`src/rtl/loader_pkg.sv`:
```
// Shared types and constants for the disk-to-instruction-memory program loader.
package loader_pkg;

   // Sequencer states of the loader
   typedef enum logic [2:0] {
      S_IDLE,
      S_SETUP,
      S_STREAM,
      S_DRAIN,
      S_FINISH
   } state_t;

   // Which terminal pulse FINISH emits
   typedef enum logic [1:0] {
      ST_DONE,
      ST_ERROR,
      ST_ABORTED
   } status_t;

   // Supported disk read latency range, in cycles
   localparam int LAT_MIN = 1;
   localparam int LAT_MAX = 4;

   // Width of the transfer length and of the issue/write counters
   localparam int LEN_WIDTH = 16;

   // Keeps the valid pipe depth inside the range the disk can actually have
   function automatic int clamp_latency(input int lat);
      if (lat < LAT_MIN) begin
         return LAT_MIN;
      end
      if (lat > LAT_MAX) begin
         return LAT_MAX;
      end
      return lat;
   endfunction

endpackage

```
`src/rtl/loader_pipe.sv`:
```
// Valid-bit delay line that tracks disk reads in flight, one stage per cycle of read latency.
module loader_pipe #(
   parameter int DEPTH = 1
) (
   input  logic clock,
   input  logic reset,
   input  logic flush,
   input  logic valid_in,
   output logic valid_out,
   output logic empty
);

   // chain[0] is the read issued this cycle, chain[DEPTH] is the read whose data is on hd_data now
   logic [DEPTH:0] chain;

   assign chain[0] = valid_in;

   genvar gi;
   generate
      for (gi = 0; gi < DEPTH; gi++) begin : g_stage
         logic stage_reg;

         // One delay stage; a flush drops every read still in flight
         always_ff @(posedge clock or negedge reset) begin
            if (!reset) begin
               stage_reg <= 1'b0;
            end else if (flush) begin
               stage_reg <= 1'b0;
            end else begin
               stage_reg <= chain[gi];
            end
         end

         assign chain[gi+1] = stage_reg;
      end
   endgenerate

   assign valid_out = chain[DEPTH];
   assign empty     = ~|chain[DEPTH:1];

endmodule

```
`src/rtl/hd_im_loader.sv`:
```
// Copies a contiguous block of disk words into instruction memory while holding the CPU clock.
module hd_im_loader
   import loader_pkg::*;
#(
   parameter int DATA_WIDTH      = 32,
   parameter int HD_ADDR_WIDTH   = 10,
   parameter int IM_ADDR_WIDTH   = 10,
   parameter int HD_READ_LATENCY = 1
) (
   input  logic                  clock,
   input  logic                  reset,
   input  logic                  start,
   input  logic                  abort,
   input  logic [DATA_WIDTH-1:0] hd_base,
   input  logic [DATA_WIDTH-1:0] im_base,
   input  logic [15:0]           length,
   output logic [DATA_WIDTH-1:0] hd_addr,
   input  logic [DATA_WIDTH-1:0] hd_data,
   output logic [DATA_WIDTH-1:0] im_write_addr,
   output logic [DATA_WIDTH-1:0] im_write_data,
   output logic                  im_write,
   output logic                  busy,
   output logic                  cpu_hold,
   output logic                  done,
   output logic                  error,
   output logic                  aborted
);

   localparam int PIPE_DEPTH = clamp_latency(HD_READ_LATENCY);
   // Range sums are one bit wider than either operand so they can never wrap
   localparam int HD_SUM_W = ((HD_ADDR_WIDTH > LEN_WIDTH) ? HD_ADDR_WIDTH : LEN_WIDTH) + 1;
   localparam int IM_SUM_W = ((IM_ADDR_WIDTH > LEN_WIDTH) ? IM_ADDR_WIDTH : LEN_WIDTH) + 1;
   localparam logic [HD_SUM_W-1:0] HD_DEPTH = HD_SUM_W'(1) << HD_ADDR_WIDTH;
   localparam logic [IM_SUM_W-1:0] IM_DEPTH = IM_SUM_W'(1) << IM_ADDR_WIDTH;

   state_t                   state_reg, state_next;
   status_t                  status_reg, status_next;
   logic [HD_ADDR_WIDTH-1:0] hd_base_reg;
   logic [IM_ADDR_WIDTH-1:0] im_base_reg;
   logic [LEN_WIDTH-1:0]     len_reg;
   logic [LEN_WIDTH-1:0]     issue_cnt_reg;
   logic [LEN_WIDTH-1:0]     write_cnt_reg;
   logic                     im_write_reg;
   logic [IM_ADDR_WIDTH-1:0] im_addr_reg;
   logic [DATA_WIDTH-1:0]    im_data_reg;

   logic                     accept;
   logic                     active;
   logic                     moving;
   logic                     pipe_in;
   logic                     pipe_flush;
   logic                     pipe_out;
   logic                     pipe_empty;
   logic                     write_now;
   logic                     range_bad;
   logic [HD_SUM_W-1:0]      hd_sum;
   logic [IM_SUM_W-1:0]      im_sum;
   logic [HD_ADDR_WIDTH-1:0] hd_rd_addr;
   logic                     unused_bits;

   // Only the low address bits of the bases are meaningful
   assign unused_bits = ^{hd_base, im_base};

   // FINISH behaves like IDLE for a new request, so back-to-back transfers lose no cycle
   assign accept     = ((state_reg == S_IDLE) || (state_reg == S_FINISH)) && start;
   assign active     = (state_reg == S_SETUP) || (state_reg == S_STREAM) || (state_reg == S_DRAIN);
   assign moving     = (state_reg == S_STREAM) || (state_reg == S_DRAIN);
   assign pipe_in    = (state_reg == S_STREAM) && !abort;
   assign pipe_flush = active && abort;
   assign write_now  = pipe_out && moving && !abort;

   assign hd_sum    = HD_SUM_W'(hd_base_reg) + HD_SUM_W'(len_reg);
   assign im_sum    = IM_SUM_W'(im_base_reg) + IM_SUM_W'(len_reg);
   assign range_bad = (hd_sum > HD_DEPTH) || (im_sum > IM_DEPTH);

   assign hd_rd_addr = hd_base_reg + HD_ADDR_WIDTH'(issue_cnt_reg);

   loader_pipe #(
      .DEPTH(PIPE_DEPTH)
   ) u_pipe (
      .clock    (clock),
      .reset    (reset),
      .flush    (pipe_flush),
      .valid_in (pipe_in),
      .valid_out(pipe_out),
      .empty    (pipe_empty)
   );

   // State and terminal-status registers
   always_ff @(posedge clock or negedge reset) begin
      if (!reset) begin
         state_reg  <= S_IDLE;
         status_reg <= ST_DONE;
      end else begin
         state_reg  <= state_next;
         status_reg <= status_next;
      end
   end

   // Next-state logic; abort outranks every other exit from an active state
   always_comb begin
      state_next  = state_reg;
      status_next = status_reg;
      case (state_reg)
         S_IDLE, S_FINISH: begin
            if (start) begin
               state_next  = S_SETUP;
               status_next = ST_DONE;
            end else begin
               state_next = S_IDLE;
            end
         end
         S_SETUP: begin
            if (abort) begin
               state_next  = S_FINISH;
               status_next = ST_ABORTED;
            end else if (len_reg == '0) begin
               state_next  = S_FINISH;
               status_next = ST_DONE;
            end else if (range_bad) begin
               state_next  = S_FINISH;
               status_next = ST_ERROR;
            end else begin
               state_next = S_STREAM;
            end
         end
         S_STREAM: begin
            if (abort) begin
               state_next  = S_FINISH;
               status_next = ST_ABORTED;
            end else if (issue_cnt_reg == len_reg - LEN_WIDTH'(1)) begin
               state_next = S_DRAIN;
            end
         end
         S_DRAIN: begin
            if (abort) begin
               state_next  = S_FINISH;
               status_next = ST_ABORTED;
            end else if (pipe_empty && (write_cnt_reg == len_reg)) begin
               state_next  = S_FINISH;
               status_next = ST_DONE;
            end
         end
         default: begin
            state_next = S_IDLE;
         end
      endcase
   end

   // Request latch, read/write counters and the registered IM write port
   always_ff @(posedge clock or negedge reset) begin
      if (!reset) begin
         hd_base_reg   <= '0;
         im_base_reg   <= '0;
         len_reg       <= '0;
         issue_cnt_reg <= '0;
         write_cnt_reg <= '0;
         im_write_reg  <= 1'b0;
         im_addr_reg   <= '0;
         im_data_reg   <= '0;
      end else begin
         im_write_reg <= write_now;
         if (accept) begin
            hd_base_reg   <= hd_base[HD_ADDR_WIDTH-1:0];
            im_base_reg   <= im_base[IM_ADDR_WIDTH-1:0];
            len_reg       <= length;
            issue_cnt_reg <= '0;
            write_cnt_reg <= '0;
         end
         if ((state_reg == S_STREAM) && !abort) begin
            issue_cnt_reg <= issue_cnt_reg + LEN_WIDTH'(1);
         end
         if (write_now) begin
            im_data_reg   <= hd_data;
            im_addr_reg   <= im_base_reg + IM_ADDR_WIDTH'(write_cnt_reg);
            write_cnt_reg <= write_cnt_reg + LEN_WIDTH'(1);
         end
      end
   end

   assign hd_addr       = DATA_WIDTH'(hd_rd_addr);
   assign im_write_addr = DATA_WIDTH'(im_addr_reg);
   assign im_write_data = im_data_reg;
   assign im_write      = im_write_reg;
   assign busy          = active;
   assign cpu_hold      = active;
   assign done          = (state_reg == S_FINISH) && (status_reg == ST_DONE);
   assign error         = (state_reg == S_FINISH) && (status_reg == ST_ERROR);
   assign aborted       = (state_reg == S_FINISH) && (status_reg == ST_ABORTED);

endmodule

```
`config.mk`:
```
export PLATFORM = sky130hd
export DESIGN_NAME = hd_im_loader
export DESIGN_NICKNAME = d
export VERILOG_FILES = /design/src/rtl/loader_pkg.sv /design/src/rtl/loader_pipe.sv /design/src/rtl/hd_im_loader.sv
export SDC_FILE = /design/constraint.sdc
export NUM_CORES = 1
export LEC_CHECK = 0
export CORE_UTILIZATION = 45
export DETAILED_ROUTE_END_ITERATION = 8
export GPL_ROUTABILITY_DRIVEN = 0
export PLACE_DENSITY = 0.76
export SETUP_SLACK_MARGIN = 0.4
export SLEW_MARGIN = 20
export SYNTH_ARGS = -nofsm -noshare
export SYNTH_HDL_FRONTEND = slang
export SYNTH_HIERARCHICAL = 1
export SYNTH_SLANG_ARGS = --single-unit
export TNS_END_PERCENT = 5
```
`constraint.sdc`:
```
create_clock -name clock -period 3.3 [get_ports clock]
set_input_delay 0.66 -clock clock [delete_from_list [all_inputs] [get_ports clock]]
set_output_delay 0.66 -clock clock [all_outputs]
set_load 0.01 [all_outputs]
```
---- Word level (Yosys, flattened, before mapping) ----
Index checks and enable logic that the tools add are counted.
word-level totals
  flip-flop bits (word level) ............. 117
  input bits .............................. 116
  output and inout bits ................... 102
  word-level logic and storage cells ...... 79
operators by class
  add/sub/neg operators ................... 7
  $lt $le $gt $ge ......................... 2
  equal/unequal tests ..................... 13
  mux-type cells .......................... 21
  reductions and logical operators ........ 25
operator list
  operator                                                                            number
  16-bit 2-to-1 mux                                                                   3
  10-bit by 16-bit adder with 17-bit output                                           2
  17-bit by 11-bit greater-than comparator with 1-bit output (second input constant)  2
  16-bit by 1-bit adder with 16-bit output (second input constant)                    2
  16-bit equality test                                                                2
  3-bit 2-to-1 mux                                                                    7
  10-bit adder                                                                        2
  16-bit zero test                                                                    1
  16-bit by 1-bit subtractor with 16-bit output (second input constant)               1
  2-bit 2-to-1 mux                                                                    7
  3-bit one-hot mux with 4 select lines                                               1
  1-bit logical AND                                                                   9
  2-bit one-hot mux with 4 select lines                                               1
  3-bit by 2-bit equality test with 1-bit output (second input constant)              2
  3-bit by 2-bit != test with 1-bit output (second input constant)                    2
  1-bit logical OR                                                                    5
  5-bit AND reduction                                                                 1
  2-bit != test (second input constant)                                               2
  4-bit by 3-bit != test with 1-bit output (second input constant)                    1
  2-bit nonzero test                                                                  2
  4-bit nonzero test                                                                  1
  3-bit by 1-bit equality test with 1-bit output (second input constant)              1
  3-bit equality test (second input constant)                                         1
  3-bit zero test                                                                     1
  other kinds (7)                                                                     9

---- Longest topological paths before layout ----
  depth in word-level cells ............... 7
  depth in mapped cells ................... 11
  gate-level depth less buffers ........... 11

---- Modules after synthesis ----
Netlist, hierarchy kept.
modules (own cells, without submodules)
  module        instances  cells an instance  area each (µm²)  sequential area each (µm²)
  hd_im_loader  1          919                7646.1           2902.8
  loader_pipe   1          3                  42.5             25.0

---- Worst setup path before layout ----
OpenSTA, ideal clock, no wires.
  path kind ............................... register -> register
  start point ............................. register len_reg[0]
  end point ............................... register state_reg[2]
  setup time .............................. 0.111 ns
  data arrival time ....................... 2.752 ns
  required time ........................... 3.189 ns
  slack ................................... 0.437 ns
  cell stages (with the launch flop) ...... 11
  path buffers ............................ 0
  path through ............................ dfrtp_1 > ha_1 > fa_1 > a21o_1 > a22o_1 > o31a_1 > and3_1 > o32ai_1 > nor2_1 > and3_1 > a2111oi_2
on the way
  cells in the longest elaborated chain, start to end .. 7
  elaborated cells on any way between the ends .. 17
  classes of those cells .................. add/sub (3); order compare (2); eq/ne (4); mux (4); reduce/logical (4)
ends and longest elaborated chain
  what                                                          line                                    text
  start: declaration                                            hd_im_loader.sv:40                      logic [LEN_WIDTH-1:0] len_reg;
  start signal: assignment                                      hd_im_loader.sv:166                     len_reg <= length;
  10-bit by 16-bit adder with 17-bit output (on tied branches)  hd_im_loader.sv:72, hd_im_loader.sv:73
  17-bit by 11-bit greater-than comparator with 1-bit output    hd_im_loader.sv:74                      assign range_bad = (hd_sum > HD_DEPTH) || (im_sum > IM_DEPTH);
  1-bit logical OR                                              hd_im_loader.sv:74
  3-bit 2-to-1 mux                                              hd_im_loader.sv:120                     end else if (range_bad) begin
  3-bit 2-to-1 mux                                              hd_im_loader.sv:117                     end else if (len_reg == '0) begin
  3-bit 2-to-1 mux                                              hd_im_loader.sv:114                     if (abort) begin
  3-bit one-hot mux with 4 select lines                         hd_im_loader.sv:104                     case (state_reg)
  end signal: assignment                                        hd_im_loader.sv:95                      state_reg <= state_next;
  end: declaration                                              hd_im_loader.sv:36                      state_t state_reg, state_next;
Parallel ways exist; a longest one is shown, timed or not.
A chain may end at the register's enable or synchronous reset.

---- Worst setup path in the final report ----
  start point ............................. register issue_cnt_reg[1]
  end point ............................... output port hd_addr[9]
on the way
  cells in the longest elaborated chain, start to end .. 1
ends and longest elaborated chain
  what                      line                 text
  start: declaration        hd_im_loader.sv:41   logic [LEN_WIDTH-1:0] issue_cnt_reg;
  start signal: assignment  hd_im_loader.sv:171  issue_cnt_reg <= issue_cnt_reg + LEN_WIDTH'(1);
  10-bit adder              hd_im_loader.sv:76   assign hd_rd_addr = hd_base_reg + HD_ADDR_WIDTH'(issue_cnt_reg);
  end: declaration          hd_im_loader.sv:17   output logic [DATA_WIDTH-1:0] hd_addr,
Every way passes these cells.

==> impl_metrics.yaml <==
die:
  start_util_pct: 46.2
  die_area_um2: 17600
  core-area_um2: 16600
  die_y_um: 133
  num_io_pins: 218
  die_x_um: 133
  rows: 47
grt:
  grt_remaining_overflow: 0
  antenna_found_initial: 0
  grt_pass1_wl_um: 32300
  grt_max_degree: 56
  grt_usage_pct: 23.3
  grt_pass1_vias: 6525
logic_synthesis:
  syn_area_um2: 7690
  synthSimpleGateAreaFrac_pct: 24.6
  synth-xor-area-share_pct: 7.29
  synthTopCellsByCount: "254 x nand2_1, 117 x dfrtp_1, 54 x o21ai_0, 46 x buf_4, 41 x ha_1"
  synth_area_per_cell_um2: 8.34
  synth_most_common_cell: "nand2_1"
  synthAdderAreaFrac_pct: 7.71
  ys.flop_type: "dfrtp_1"
  synth_compound_area_share_pct: 13.0
  async_flop_share_pct: 100
  synth.largest_area_cell: "dfrtp_1"
  yosys-top-cells-area: "dfrtp_1 38%, nand2_1 12%, ha_1 6.7%"
  ys_ff_latch: 117
  synth_cell_type_count: 64
  yosysSeqAreaShare_pct: 38.1
  syn_inst: 922
  synth_edf_count: 0
  synth_top_family_by_area: "simple AND/OR/NAND/NOR gates"
  yosys_warnings: 6
  synth.mux.area_fraction_pct: 1.33
  synth_top_area_share_pct: 38.1
route:
  totalWireLength_um: 19900
  avgViaCountPerCell: 5.32
  ant_nets: 0
  drc: 0
  vias: 6875
  drt_pass1_iterations: 4
  drtIter0Drc: 438
  wl_per_cell_um: 15.4
critical_path:
  reg2reg_slack_ns: 0.31
  crit_path_top_delay_cell: "or4_1"
  reg2reg_depth: 9
  startpoint_type: "flop"
  r2r-end: "state_reg[2]"
  startpoint: "issue_cnt_reg[1]"
  critPathArrivalTime_ns: 2.61
  cp_num_cells: 10
  regToRegStartpoint: "len_reg[4]"
  end_kind: "output pin"
  crit_type: "flop to output pin"
  path_buf_inv: 1
  worstPathCellList: "ha_1 -> a21o_1 -> a21oi_2 -> o21ai_2 -> a21oi_2 -> o21bai_1 -> a21o_1 -> or4_1 -> and3_1 -> buf_2"
  endpoint: "hd_addr[9]"
  cp.required_ns: 2.64
  cp_top_family: "compound AO/OA/AOI/OAI gates"
  path_max_fanout: 2
  slowest_delay_ns: 0.39
cts:
  clk_latency_ns: 0.44
  cts_root_buf: "clkbuf_16"
  htreeDepth: 4
  cts_tree: "yes"
  clk_pin_slew_ns: 0.06
  cts_buffer_depth: 2
  cts_buffers: 17
  cts.sinks: 117
  hold_buffers: 0
sta:
  holdWs_ns: 0.258
  slew-limit-headroom_pct: 57.1
  final_hold_viol_count: 0
  rsz0062_at_grt: "yes"
  finalSetupViolations: 0
  clock_skew_ns: 0.0134
  drv_slew: 0
  fmax_mhz: 306
  min_period_ns: 3.27
  worst_pin_slew_ns: 0.644
  fin_crit_sh_pct: 99.1
pwr:
  vdd.ir_drop.worst_v: 0.000413
  leakage_nw: 4.80
  power.density_nw_per_um2: 497
placement:
  hpwlAfterDp_um: 14100
  port_buffers: 129
cells_and_area:
  n_antenna_cell: 0
  fillers: 1437
  largest_reg_flops: 32
  drive_gt1_share_pct: 10.6
  nNetsFinal: 1220
  area_delta_synth_final_pct: 28.8
  postLayoutCoreUtil_pct: 59.5
job:
  maxCapViolCount: 0
run_status:
  status: "finished clean"
worst_hold_path:
  holdCritPathClass: "input pin to async pin"
how the worst min path moves through the flow:
stage,cells past startpoint,to,slack (ns),startpoint
after CTS,1,hd_base_reg[6],0.27,reset
final,1,hd_base_reg[7],0.26,reset
after floorplan,0,hd_base_reg[0],0.36,reset
after global routing,1,hd_base_reg[8],0.31,reset
after global placement,2,im_write_data[27],0.46,im_write_data[27]
after detailed placement,2,im_write_data[15],0.46,im_write_data[15]
cell families (layout without fill, tap and decap cells):
group,after synthesis,in the layout
muxes,10,10
adders and majority gates,45,45
other,1,44
xor gates and xnor gates,64,64
and+or+nand+nor,416,416
buffers and inverters,114,221
DFF,117,117
AOI/OAI and AO/OA,155,155
timing repair:
| action | in CTS | in global routing |
|---|---|---|
| setup endpoints to repair | 11 | 13 |
| endpoints found under the hold margin | 0 | 0 |
| gates resized for setup | 15 | 41 |
| pin swaps | 8 | 14 |
| cloned | 0 | 0 |
| setup buffers | 6 | 1 |
metal layers:
layer,wire (um),global-route usage [%],part of all wire (%),vias to the layer above
met5,0,0,0,-
met4,705,10.9,3.5,0
met3,1360,6.55,6.8,46
met2,9070,37.2,46,235
met1,8780,29.2,44,3253
li1,-,-,-,3341
placed cells by master (no fill, tap or decap), types with 7 or more instances in the layout:
| master | count |
|---|---|
| a21oi_1 | 22 |
| o211ai_1 | 7 |
| clkbuf_16 | 17 |
| o21ai_0 | 51 |
| nand3_1 | 34 |
| nor2_1 | 37 |
| a21o_1 | 16 |
| nor4_1 | 7 |
| nand2_1 | 253 |
| conb_1 | 44 |
| inv_1 | 30 |
| clkdlybuf4s50_1 | 121 |
| buf_4 | 28 |
| xnor2_1 | 24 |
| nor3_1 | 15 |
| o31ai_1 | 13 |
| mux2i_1 | 8 |
| and3_1 | 15 |
| xor2_1 | 40 |
| dfrtp_1 | 111 |
| ha_1 | 37 |
| nand4_1 | 14 |
report_power, final:
part / internal (mW) / leakage, nW / switching (mW) / total [mW]
clock network: 1.15 / 0.297 / 0.779 / 1.92
registers: 1.52 / 1.56 / 0.169 / 1.69
logic: 0.594 / 2.94 / 0.720 / 1.31
total: 3.26 / 4.80 / 1.67 / 4.92
stage by stage:
step | setup slack, ns | total power [mW] | setup TNS, ns | std cells | area [um^2]
after CTS | 0.0385 | 4.86 | 0 | 1291 | 9760
after detailed placement | 0.0543 | 2.93 | 0 | 1253 | 9100
after floorplan | 0.437 | 2.55 | 0 | 965 | 7850
after global routing | -0.0805 | 5.17 | -0.0805 | 1292 | 9900
final | 0.0304 | 4.92 | 0 | 1292 | 9900
after global placement | 0.0494 | 2.90 | 0 | 1253 | 9100
cell type report:
type	count	area [um^2]	area share, %
Clock buffer	17	425	4.30
Clock inverter	15	183	1.84
Inverter	30	113	1.14
Multi-Input combinational cell	734	4450	45.0
Sequential cell	117	2940	29.6
Tap cell	220	275	2.78
Timing Repair Buffer	159	1520	15.3
No activity file was read; power rests on OpenSTA's default activity.
==> edit: new RTL, config.mk and constraints unchanged <==
Re-encode `status_t` (3 values) as one-hot, 3 bits wide.
--- a/src/rtl/loader_pkg.sv
+++ b/src/rtl/loader_pkg.sv
@@ -12,8 +12,8 @@
 
    // Which terminal pulse FINISH emits
-   typedef enum logic [1:0] {
-      ST_DONE,
-      ST_ERROR,
-      ST_ABORTED
+   typedef enum logic [2:0] {
+      ST_DONE    = 3'b001,
+      ST_ERROR   = 3'b010,
+      ST_ABORTED = 3'b100
    } status_t;
 
Behaviour: same outputs for any inputs over 4 cycles, from zero or initial values and one cycle with reset low; so few cycles prove little.
==> edit against the unedited design <==
Register-to-register slack lost 210 ps. Critical path depth increased by 1. Synthesized cell count decreased by 8.6%. Total power is 1.1% higher. Area after synthesis increased by 0.59%. Routed wire length shrank 3.7%. Clock skew shrank 5.3 ps. Worst setup slack improved by 71 ps. Sequential cell count is 1 higher. Cell area grew 0.53%. Critical endpoint unchanged. Largest power group unchanged.
==> edit: results (changes against the unedited design) <==
[grt]
use_met1_pct = 28.1  ; -1.1 points
track_usage_pct = 22.8  ; -0.50 points
first_global_vias = 6509  ; -0.25%
use_met3_pct = 7.12  ; +0.56 points
grt_pass1_wl_microns = 31900  ; -1.4%
grt_max_degree = 119  ; +110%

[route]
drt_iter0_markers = 354  ; -19%
dr.pass1.iters = 5  ; +1
wl_per_cell_microns = 15.6  ; +1.4%
route.met2.wl_microns = 9270  ; +2.2%
routed-wl-met3_microns = 1240  ; -9.3%

[yosys]
synthDistinctLibCells = 72  ; +13%
synth-compound-area-share_pct = 13.6  ; +0.59 points
yosys.area_share.adder_pct = 7.67  ; -0.045 points
synth_area_leaders = dfrtp_1, nand2_1, ha_1
seq_area_frac_synth_pct = 38.2  ; +0.12 points
ys_top_cells_by_count = nand2_1, dfrtp_1, o21ai_0

[finish]
multiInputGateArea_sq_mm = 0.00444  ; -0.28%
nNetsFinal = 1155  ; -5.3%
layout-drive-gt1-share_pct = 15.1  ; +4.5 points
fillCellCount = 1462  ; +1.7%

[clock_network]
postCtsSetupBuffers = 8  ; +2
ctsResizeCount = 18  ; +3

[sta]
hold_ws_ps = 312  ; +53.8 ps
fin_skew_ps = 8.15  ; -5.25 ps
slew_headroom_pct = 57.3  ; +0.22 points
fmax_mhz = 313  ; +2.2%

[place]
dpl_worst_slack_ps = 2.74  ; -51.5 ps
place_hpwl_microns = 13900  ; -1.8%

[power]
pwr-share-seq_pct = 33.5  ; -0.7 points
peakVddDrop_mv = 0.396  ; -4.1%
p_comb_share_pct = 28.7  ; +2.0 points

[setup_path]
critical_path_arrival_ps = 2540  ; -70 ps
r2r_slack_ps = 100  ; -210 ps
r2r_start = hd_base_reg[0]
slowest_stage = dfrtp_1
cp_max_fo = 3  ; +1
r2r-end = status_reg[0]
crit_path_max_incr_delay_ps = 420  ; +30 ps

[outcome]
outcome = complete, no violations

[edit: cell types whose count changed in the layout (fill, tap and decap cells not counted), moves of 6 or more]
| cell | change |
|---|---|
| nand2_1 | -108 |
| mux2_2 | +35 |
| and3_1 | -10 |
| a21o_1 | -8 |
| buf_4 | +8 |
| nand3_1 | +8 |
| o21bai_1 | +8 |
| or3_1 | +8 |
| xnor2_1 | +7 |
| nor3_1 | -6 |
| xor2_1 | -6 |
[edit: per-stage QoR]
step	std cells	cell area, sq um	total power [mW]	util, %	setup TNS (ps)
after floorplan	886	7940	2.65	-	0
after global placement	1187	9260	3.04	55.5	0
after detailed placement	1187	9260	3.07	55.5	0
after CTS	1227	9920	4.99	59.4	0
after global routing	1227	9950	5.24	59.6	-188
final	1227	9950	4.98	59.6	0
[edit: cell type report]
type	instances	area share, %
timing repair buffer	167	15.8
multi-input combinational	661	44.6
clock buffer	17	4.27
clock inverter	15	1.70
inverter	29	1.09
sequential	118	29.7
tap	220	2.77
